===== src/rtl/ex_mem_wb_pipe_if.sv =====
// Data-memory bus between the EX/MEM stage and a combinational-read memory.
// The pipeline drives the master side; the memory drives the slave side.
interface ex_mem_wb_pipe_if;
    logic [31:0] mem_addr;
    logic [31:0] mem_wdata;
    logic        mem_we;
    logic [31:0] mem_rdata;

    modport master (
        output mem_addr,
        output mem_wdata,
        output mem_we,
        input  mem_rdata
    );

    modport slave (
        input  mem_addr,
        input  mem_wdata,
        input  mem_we,
        output mem_rdata
    );
endinterface


===== src/rtl/ex_mem_wb_pipe.sv =====
// EX/MEM and MEM/WB pipeline registers with stall/flush control and load-data select.
// Optional feature: define RETIRE_COUNT_EN to add the 16-bit retire_count output.
module ex_mem_wb_pipe (
    input  logic                     clk,
    input  logic                     rst_n,
    input  logic                     stall,
    input  logic                     flush,
    input  logic                     ex_valid,
    input  logic                     ex_regWrite,
    input  logic                     ex_memToReg,
    input  logic                     ex_memWrite,
    input  logic [3:0]               ex_registerRD,
    input  logic [31:0]              ex_aluResult,
    input  logic [31:0]              ex_storeData,
    ex_mem_wb_pipe_if.master         mem,
    output logic                     ex_mem_regWrite,
    output logic [3:0]               ex_mem_registerRD,
    output logic [31:0]              ex_mem_aluResult,
    output logic                     mem_wb_regWrite,
    output logic [3:0]               mem_wb_registerRD,
    output logic [31:0]              mem_wb_writeData
`ifdef RETIRE_COUNT_EN
    ,
    output logic [15:0]              retire_count
`endif
);

    logic        em_valid;
    logic        em_regWrite;
    logic        em_memToReg;
    logic        em_memWrite;
    logic [3:0]  em_rd;
    logic [31:0] em_alu;
    logic [31:0] em_sd;

    logic        wb_valid;
    logic        wb_regWrite;
    logic [3:0]  wb_rd;
    logic [31:0] wb_data;

    // A stall freezes both stages and masks flush; flush only bubbles EX/MEM.
    always_ff @(posedge clk or negedge rst_n) begin
        if (!rst_n) begin
            em_valid    <= 1'b0;
            em_regWrite <= 1'b0;
            em_memToReg <= 1'b0;
            em_memWrite <= 1'b0;
            em_rd       <= 4'd0;
            em_alu      <= 32'd0;
            em_sd       <= 32'd0;
        end else if (!stall) begin
            if (flush) begin
                em_valid    <= 1'b0;
                em_regWrite <= 1'b0;
                em_memToReg <= 1'b0;
                em_memWrite <= 1'b0;
                em_rd       <= 4'd0;
                em_alu      <= 32'd0;
                em_sd       <= 32'd0;
            end else begin
                em_valid    <= ex_valid;
                em_regWrite <= ex_regWrite;
                em_memToReg <= ex_memToReg;
                em_memWrite <= ex_memWrite;
                em_rd       <= ex_registerRD;
                em_alu      <= ex_aluResult;
                em_sd       <= ex_storeData;
            end
        end
    end

    always_ff @(posedge clk or negedge rst_n) begin
        if (!rst_n) begin
            wb_valid    <= 1'b0;
            wb_regWrite <= 1'b0;
            wb_rd       <= 4'd0;
            wb_data     <= 32'd0;
        end else if (!stall) begin
            wb_valid    <= em_valid;
            wb_regWrite <= em_regWrite;
            wb_rd       <= em_rd;
            wb_data     <= em_memToReg ? mem.mem_rdata : em_alu;
        end
    end

    // Write enables are qualified by valid so bubbles never write anything.
    assign mem.mem_addr      = em_alu;
    assign mem.mem_wdata     = em_sd;
    assign mem.mem_we        = em_memWrite & em_valid;

    assign ex_mem_regWrite   = em_regWrite & em_valid;
    assign ex_mem_registerRD = em_rd;
    assign ex_mem_aluResult  = em_alu;
    assign mem_wb_regWrite   = wb_regWrite & wb_valid;
    assign mem_wb_registerRD = wb_rd;
    assign mem_wb_writeData  = wb_data;

`ifdef RETIRE_COUNT_EN
    always_ff @(posedge clk or negedge rst_n) begin
        if (!rst_n) begin
            retire_count <= 16'd0;
        end else if (!stall && wb_valid) begin
            retire_count <= retire_count + 16'd1;
        end
    end
`endif

endmodule


===== src/flat_wrapper.sv =====
// flat-port wrapper written by rule: the top's interface ports become plain ports
module ex_mem_wb_pipe_flat 
  (clk, rst_n, stall, flush, ex_valid, ex_regWrite, ex_memToReg, ex_memWrite, ex_registerRD, ex_aluResult, ex_storeData, ex_mem_regWrite, ex_mem_registerRD, ex_mem_aluResult, mem_wb_regWrite, mem_wb_registerRD, mem_wb_writeData, mem_mem_addr, mem_mem_wdata, mem_mem_we, mem_mem_rdata);
  ex_mem_wb_pipe_if mem_i ();
  input  logic clk;
  input  logic rst_n;
  input  logic stall;
  input  logic flush;
  input  logic ex_valid;
  input  logic ex_regWrite;
  input  logic ex_memToReg;
  input  logic ex_memWrite;
  input  logic [3:0] ex_registerRD;
  input  logic [31:0] ex_aluResult;
  input  logic [31:0] ex_storeData;
  output logic ex_mem_regWrite;
  output logic [3:0] ex_mem_registerRD;
  output logic [31:0] ex_mem_aluResult;
  output logic mem_wb_regWrite;
  output logic [3:0] mem_wb_registerRD;
  output logic [31:0] mem_wb_writeData;
  output wire logic [$bits(mem_i.mem_addr)-1:0] mem_mem_addr;
  output wire logic [$bits(mem_i.mem_wdata)-1:0] mem_mem_wdata;
  output wire logic [$bits(mem_i.mem_we)-1:0] mem_mem_we;
  input wire logic [$bits(mem_i.mem_rdata)-1:0] mem_mem_rdata;
  assign mem_mem_addr = mem_i.mem_addr;
  assign mem_mem_wdata = mem_i.mem_wdata;
  assign mem_mem_we = mem_i.mem_we;
  assign mem_i.mem_rdata = mem_mem_rdata;
  ex_mem_wb_pipe u_core (.clk(clk), .rst_n(rst_n), .stall(stall), .flush(flush), .ex_valid(ex_valid), .ex_regWrite(ex_regWrite), .ex_memToReg(ex_memToReg), .ex_memWrite(ex_memWrite), .ex_registerRD(ex_registerRD), .ex_aluResult(ex_aluResult), .ex_storeData(ex_storeData), .mem(mem_i), .ex_mem_regWrite(ex_mem_regWrite), .ex_mem_registerRD(ex_mem_registerRD), .ex_mem_aluResult(ex_mem_aluResult), .mem_wb_regWrite(mem_wb_regWrite), .mem_wb_registerRD(mem_wb_registerRD), .mem_wb_writeData(mem_wb_writeData));
endmodule

===== config.mk =====
export PLATFORM = sky130hd
export DESIGN_NAME = ex_mem_wb_pipe_flat
export DESIGN_NICKNAME = d
export VERILOG_FILES = /design/src/rtl/ex_mem_wb_pipe_if.sv /design/src/rtl/ex_mem_wb_pipe.sv /design/src/flat_wrapper.sv
export SDC_FILE = /design/constraint.sdc
export NUM_CORES = 1
export LEC_CHECK = 0
export ABC_AREA = 0
export CORE_ASPECT_RATIO = 1.4
export CORE_MARGIN = 4
export CORE_UTILIZATION = 30
export CTS_CLUSTER_SIZE = 28
export DETAILED_ROUTE_END_ITERATION = 7
export DONT_BUFFER_PORTS = 1
export HOLD_SLACK_MARGIN = 0.02
export PLACE_DENSITY = 0.56
export REMOVE_ABC_BUFFERS = 1
export SLEW_MARGIN = 30
export SYNTH_ARGS = -nofsm -noshare
export SYNTH_HDL_FRONTEND = slang
export SYNTH_SLANG_ARGS = --single-unit

===== constraint.sdc =====
create_clock -name clk -period 1.7 [get_ports clk]
set_clock_uncertainty 0.15 [all_clocks]
set_input_delay 0.255 -clock clk [delete_from_list [all_inputs] [get_ports clk]]
set_output_delay 0.255 -clock clk [all_outputs]
set_load 0.01 [all_outputs]

# Word level (Yosys, flattened, before mapping)
# Index checks and enable logic that the tools add are counted.
# totals
reg_bits	110
in_bits	108
output_inout_bits	139
word_cells	22
# op_classes
muxes	8
bitwise	3
# ops
operator	count
two-way mux 32 bit	3
two-way mux 1 bit	4
two-way mux 4 bit	1
AND 1 bit	3

# Depth between registers and ports, before layout
# logic_depth
depth_word	1
depth_mapped	5

# Least setup slack after synthesis
# OpenSTA, ideal clock, no wires.
# synth_timing
path_kind	flip-flop to flip-flop
from	reg u_core.em_memToReg
to	reg u_core.wb_data[2] (netlist: u_core.mem_wb_writeData[2])
setup_slack_ns	0.574
required_time_ns	1.431
period_less_slack_ns	1.126
setup_ns	0.119
arrival_ns	0.857
n_path_buf	2
path_stages_with_launch	5
path_cell_list	dfrtp_1 > buf_6 > buf_12 > mux2i_1 > o21ai_2
# synth_between
elab_chain_cells	1
# synth_lines
item	line_no	source
from (decl)	ex_mem_wb_pipe.sv:30	logic em_memToReg;
from (signal assigned)	ex_mem_wb_pipe.sv:63	em_memToReg <= ex_memToReg;
two-way mux 32 bit	ex_mem_wb_pipe.sv:82	wb_data <= em_memToReg ? mem.mem_rdata : em_alu;
to (signal assigned)	ex_mem_wb_pipe.sv:82	
to (decl)	ex_mem_wb_pipe.sv:39	logic [31:0] wb_data;
# No other way between the ends.
# A chain may end at the register's enable or synchronous reset.

# Final worst setup path
# layout_timing
from	reg u_core.em_alu[5] (netlist: u_core.ex_mem_aluResult[5])
to	reg u_core.wb_data[5] (netlist: u_core.mem_wb_writeData[5])
# layout_between
elab_chain_cells	1
# layout_lines
item	line_no	source
from (decl)	ex_mem_wb_pipe.sv:33	logic [31:0] em_alu;
from (signal assigned)	ex_mem_wb_pipe.sv:66	em_alu <= ex_aluResult;
two-way mux 32 bit	ex_mem_wb_pipe.sv:82	
# No other way between the ends.

==> flow_results.xml <==
<?xml version="1.0" encoding="UTF-8"?>
<metrics>
  <group name="timing">
    <metric name="worst_slack" unit="ps">82.9</metric>
    <metric name="rsz_0062_raised_after_global_routing" unit="">false</metric>
    <metric name="max_slew_margin" unit="">0.768</metric>
    <metric name="final_hold_viol_count" unit="">154</metric>
    <metric name="shortest_period_the_worst_path_allows" unit="ps">1620</metric>
    <metric name="min_period_over_period" unit="">0.951</metric>
    <metric name="timing_max_transition_violations_final" unit="">0</metric>
    <metric name="max_freq" unit="MHz">618</metric>
    <metric name="setup_violations" unit="">0</metric>
    <metric name="timing_worst_slew_pin_value" unit="ps">349</metric>
    <metric name="timing.hold.ws" unit="ps">-552</metric>
    <metric name="timing.setup.tns" unit="ps">0</metric>
  </group>
  <group name="place">
    <metric name="detailedPlace.worstSlack" unit="ps">396</metric>
    <metric name="post-dp-hpwl" unit="um">7820</metric>
    <metric name="numPortBuffers" unit="">0</metric>
    <metric name="gp_congestion" unit="">0.702</metric>
  </group>
  <group name="cts">
    <metric name="cts_buffers" unit="">9</metric>
    <metric name="clock_latency" unit="ps">340</metric>
    <metric name="clock_input_transition_at_the_sequential_cells_of_the_worst_setup_and_hold_paths" unit="ps">80</metric>
    <metric name="hold_buffers" unit="">96</metric>
    <metric name="tritoncts" unit="">yes</metric>
    <metric name="maximum_root_to_sink_buffer_count" unit="">2</metric>
    <metric name="clock_tree.root_cell" unit="">sky130_fd_sc_hd__clkbuf_16</metric>
    <metric name="maximum_level_of_the_cts_h_tree" unit="">3</metric>
    <metric name="cts_num_sinks" unit="">110</metric>
  </group>
  <group name="critical_path">
    <metric name="worstSetupStartpoint" unit="">u_core.ex_mem_aluResult[5]</metric>
    <metric name="setup.worst_path.start_class" unit="">register</metric>
    <metric name="critPathCaptureType" unit="">register</metric>
    <metric name="cp_slowest_stage_delay" unit="ps">550</metric>
    <metric name="timing.critical_path.required" unit="ps">1770</metric>
    <metric name="critPathMaxFanout" unit="">4</metric>
    <metric name="worst-setup-path-type" unit="">reg -&gt; reg</metric>
    <metric name="crit_chain" unit="">mux2i_1, o21ai_1, dlygate4sd3_1</metric>
    <metric name="r2r_start" unit="">u_core.ex_mem_aluResult[5]</metric>
    <metric name="timing.critical_path.slowest_stage_cell" unit="">sky130_fd_sc_hd__dlygate4sd3_1</metric>
    <metric name="crit_arrival" unit="ps">1690</metric>
  </group>
  <group name="synthesis">
    <metric name="synthDominantAreaCellType" unit="">sky130_fd_sc_hd__dfrtp_1</metric>
    <metric name="post-synth-top-count-cell" unit="">sky130_fd_sc_hd__dfrtp_1</metric>
    <metric name="yosysUniqueCellTypes" unit="">15</metric>
    <metric name="postSynth.topFlopCell" unit="">sky130_fd_sc_hd__dfrtp_1</metric>
    <metric name="async_flop_share" unit="">1.00</metric>
    <metric name="netlist_top_cells_area" unit="">sky130_fd_sc_hd__dfrtp_1, sky130_fd_sc_hd__nand2b_1, sky130_fd_sc_hd__o21ai_1</metric>
    <metric name="ys_seq_elements" unit="">110</metric>
    <metric name="ys_warn_count" unit="">0</metric>
    <metric name="synth-edff-count" unit="">0</metric>
    <metric name="synth.top_cell.area_share" unit="">0.528</metric>
    <metric name="synth.yosys.seq_area_share" unit="">0.528</metric>
    <metric name="synthesis.area" unit="sq um">5220</metric>
    <metric name="avgSynthCellArea" unit="sq um">10.5</metric>
    <metric name="synthesized_netlist_cell_count" unit="">499</metric>
    <metric name="post_synth_most_frequent_cells" unit="">sky130_fd_sc_hd__dfrtp_1, sky130_fd_sc_hd__nand2_1, sky130_fd_sc_hd__o21ai_1</metric>
  </group>
  <group name="grt">
    <metric name="grt_util_all_layers" unit="">0.125</metric>
    <metric name="grt_overflow_total" unit="">0</metric>
    <metric name="first_global_vias" unit="">3657</metric>
    <metric name="grt_start_max_net_pins" unit="">215</metric>
    <metric name="number_of_antenna_violations_at_the_first_check_in_global_routing" unit="">0</metric>
    <metric name="first_pass_grt_wire_length" unit="um">19700</metric>
  </group>
  <group name="power">
    <metric name="vdd.ir_drop.worst" unit="uV">402</metric>
    <metric name="static_leakage" unit="nW">2.73</metric>
    <metric name="power_switching_share" unit="">0.258</metric>
    <metric name="sequentialPowerShare" unit="">0.521</metric>
    <metric name="pwr_density_cell" unit="nW/um^2">993</metric>
    <metric name="internal_power" unit="W">0.00460</metric>
    <metric name="switching_power" unit="W">0.00160</metric>
    <metric name="p_clk_frac" unit="">0.374</metric>
    <metric name="power.share.combinational" unit="">0.105</metric>
  </group>
  <group name="floorplan">
    <metric name="core-area" unit="sq um">16900</metric>
    <metric name="starting_density_of_the_core" unit="">0.309</metric>
    <metric name="io-pin-count" unit="">247</metric>
    <metric name="chipHeight" unit="um">164</metric>
    <metric name="die_w" unit="um">119</metric>
    <metric name="die_area" unit="sq um">19600</metric>
    <metric name="rows" unit="">56</metric>
  </group>
  <group name="cells_and_area">
    <metric name="n_antenna_cell" unit="">0</metric>
    <metric name="finalNetCount" unit="">650</metric>
    <metric name="layout-area-overhead-vs-synth" unit="%">19.6</metric>
    <metric name="drive_above_1_share" unit="">0.0859</metric>
  </group>
  <group name="drt">
    <metric name="initialDrtViolationCount" unit="">153</metric>
    <metric name="number_of_vias_after_detailed_routing" unit="">3543</metric>
    <metric name="wirelength" unit="um">12500</metric>
    <metric name="antenna_left" unit="">0</metric>
    <metric name="drc" unit="">0</metric>
    <metric name="vias_per_cell" unit="">4.55</metric>
    <metric name="drt-pass1-iter-count" unit="">4</metric>
    <metric name="route.detailed.wl_per_inst" unit="um">16.0</metric>
  </group>
  <group name="status">
    <metric name="outcome" unit="">complete, but fails checks</metric>
    <metric name="failed_checks" unit="">hold timing</metric>
  </group>
  <group name="hold_path">
    <metric name="timing.hold.worst.class" unit="">in -&gt; async</metric>
  </group>
  <group name="job">
    <metric name="max_cap_viol_count" unit="">0</metric>
  </group>
</metrics>
-- metal layers --
metal	up-vias	global-route usage	part of all wire
met4	0	0.0396	0.017
met1	1696	0.138	0.38
met3	14	0.0468	0.075
met5	-	0	0
li1	1681	-	-
met2	152	0.223	0.53
-- cells by family after synthesis --
| kind of cell | after synthesis | share of synthesized area |
|---|---|---|
| mux | 38 | 0.0787 |
| buf+inv | 68 | 0.115 |
| simple gates | 179 | 0.165 |
| flops | 110 | 0.528 |
| compound gates | 104 | 0.114 |
-- placed cells by master (no fill, tap or decap), drive strengths merged --
cell,netlist,final
clkinv,0,1
nand2,104,104
buf,63,4
dfrtp,110,110
mux2i,32,32
o21ai,104,104
and2,3,3
mux2,6,6
clkbuf,5,9
inv,0,4
dlygate4sd3,0,96
nand2b,72,72
bufinv,0,2
-- worst max-delay path, delay by kind of cell (launching register included) --
kind	cells	cell delay, ps
flops	1	500
buf+inv	1	550
compound gates	1	70
mux	1	230
-- final cells by class --
class | instances | area (sq um)
multi-input combinational | 321 | 1870
sequential | 110 | 2750
clock inverter | 7 | 100
clock buffer | 9 | 225
fill | 1666 | 10600
timing repair buffer | 100 | 1000
tap | 232 | 290
-- final timing paths --
| path | to | slack (ps) | depth (start not counted) |
|---|---|---|---|
| min in group clk | u_core.mem_wb_writeData[14] | -130 | 1 |
| hold reg to reg | u_core.mem_wb_writeData[3] | 410 | 2 |
| setup / recovery | u_core.mem_wb_writeData[5] | 80 | 3 |
| max in group asynchronous | u_core.em_memToReg | 1810 | 0 |
| hold / removal | u_core.ex_mem_aluResult[23] | -550 | 0 |
| setup reg to reg | u_core.mem_wb_writeData[5] | 80 | 3 |
-- sequential cells by signal (all words and copies together) (netlist names) --
signal and count:
u_core.ex_mem_aluResult 32, u_core.mem.mem_wdata 32, u_core.mem_wb_writeData 32, u_core.ex_mem_registerRD 4
u_core.mem_wb_registerRD 4, u_core.em_memToReg 1, u_core.em_memWrite 1, u_core.em_regWrite 1
u_core.em_valid 1, u_core.wb_regWrite 1, u_core.wb_valid 1
-- metrics by stage --
stage	instances	area [sq um]	hold WS, ps	utilization	total power (W)
final	779	6240	-552	0.369	0.00620
after global routing	779	6240	-588	0.369	0.00653
after CTS	777	6220	-574	0.369	0.00630
after detailed placement	665	4940	-188	0.292	0.00369
after global placement	665	4940	-188	0.292	0.00367
after floorplan	431	4620	-191	-	0.00355
-- power by group through the flow --
stage	sequential, W	combinational [W]	clock (W)
after floorplan	0.00322	0.000331	0
after global placement	0.00329	0.000384	0
after detailed placement	0.00329	0.000405	0
after CTS	0.00324	0.000637	0.00242
after global routing	0.00327	0.000725	0.00254
final	0.00323	0.000649	0.00232
-- repair_timing --
item / 4_1_cts / 5_1_grt
setup endpoints to repair: 0 / 3
hold endpoints to repair: 220 / 154
setup buffers: 0 / 2
resized for setup: 0 / 0
Power figures use the tool's default switching activity.
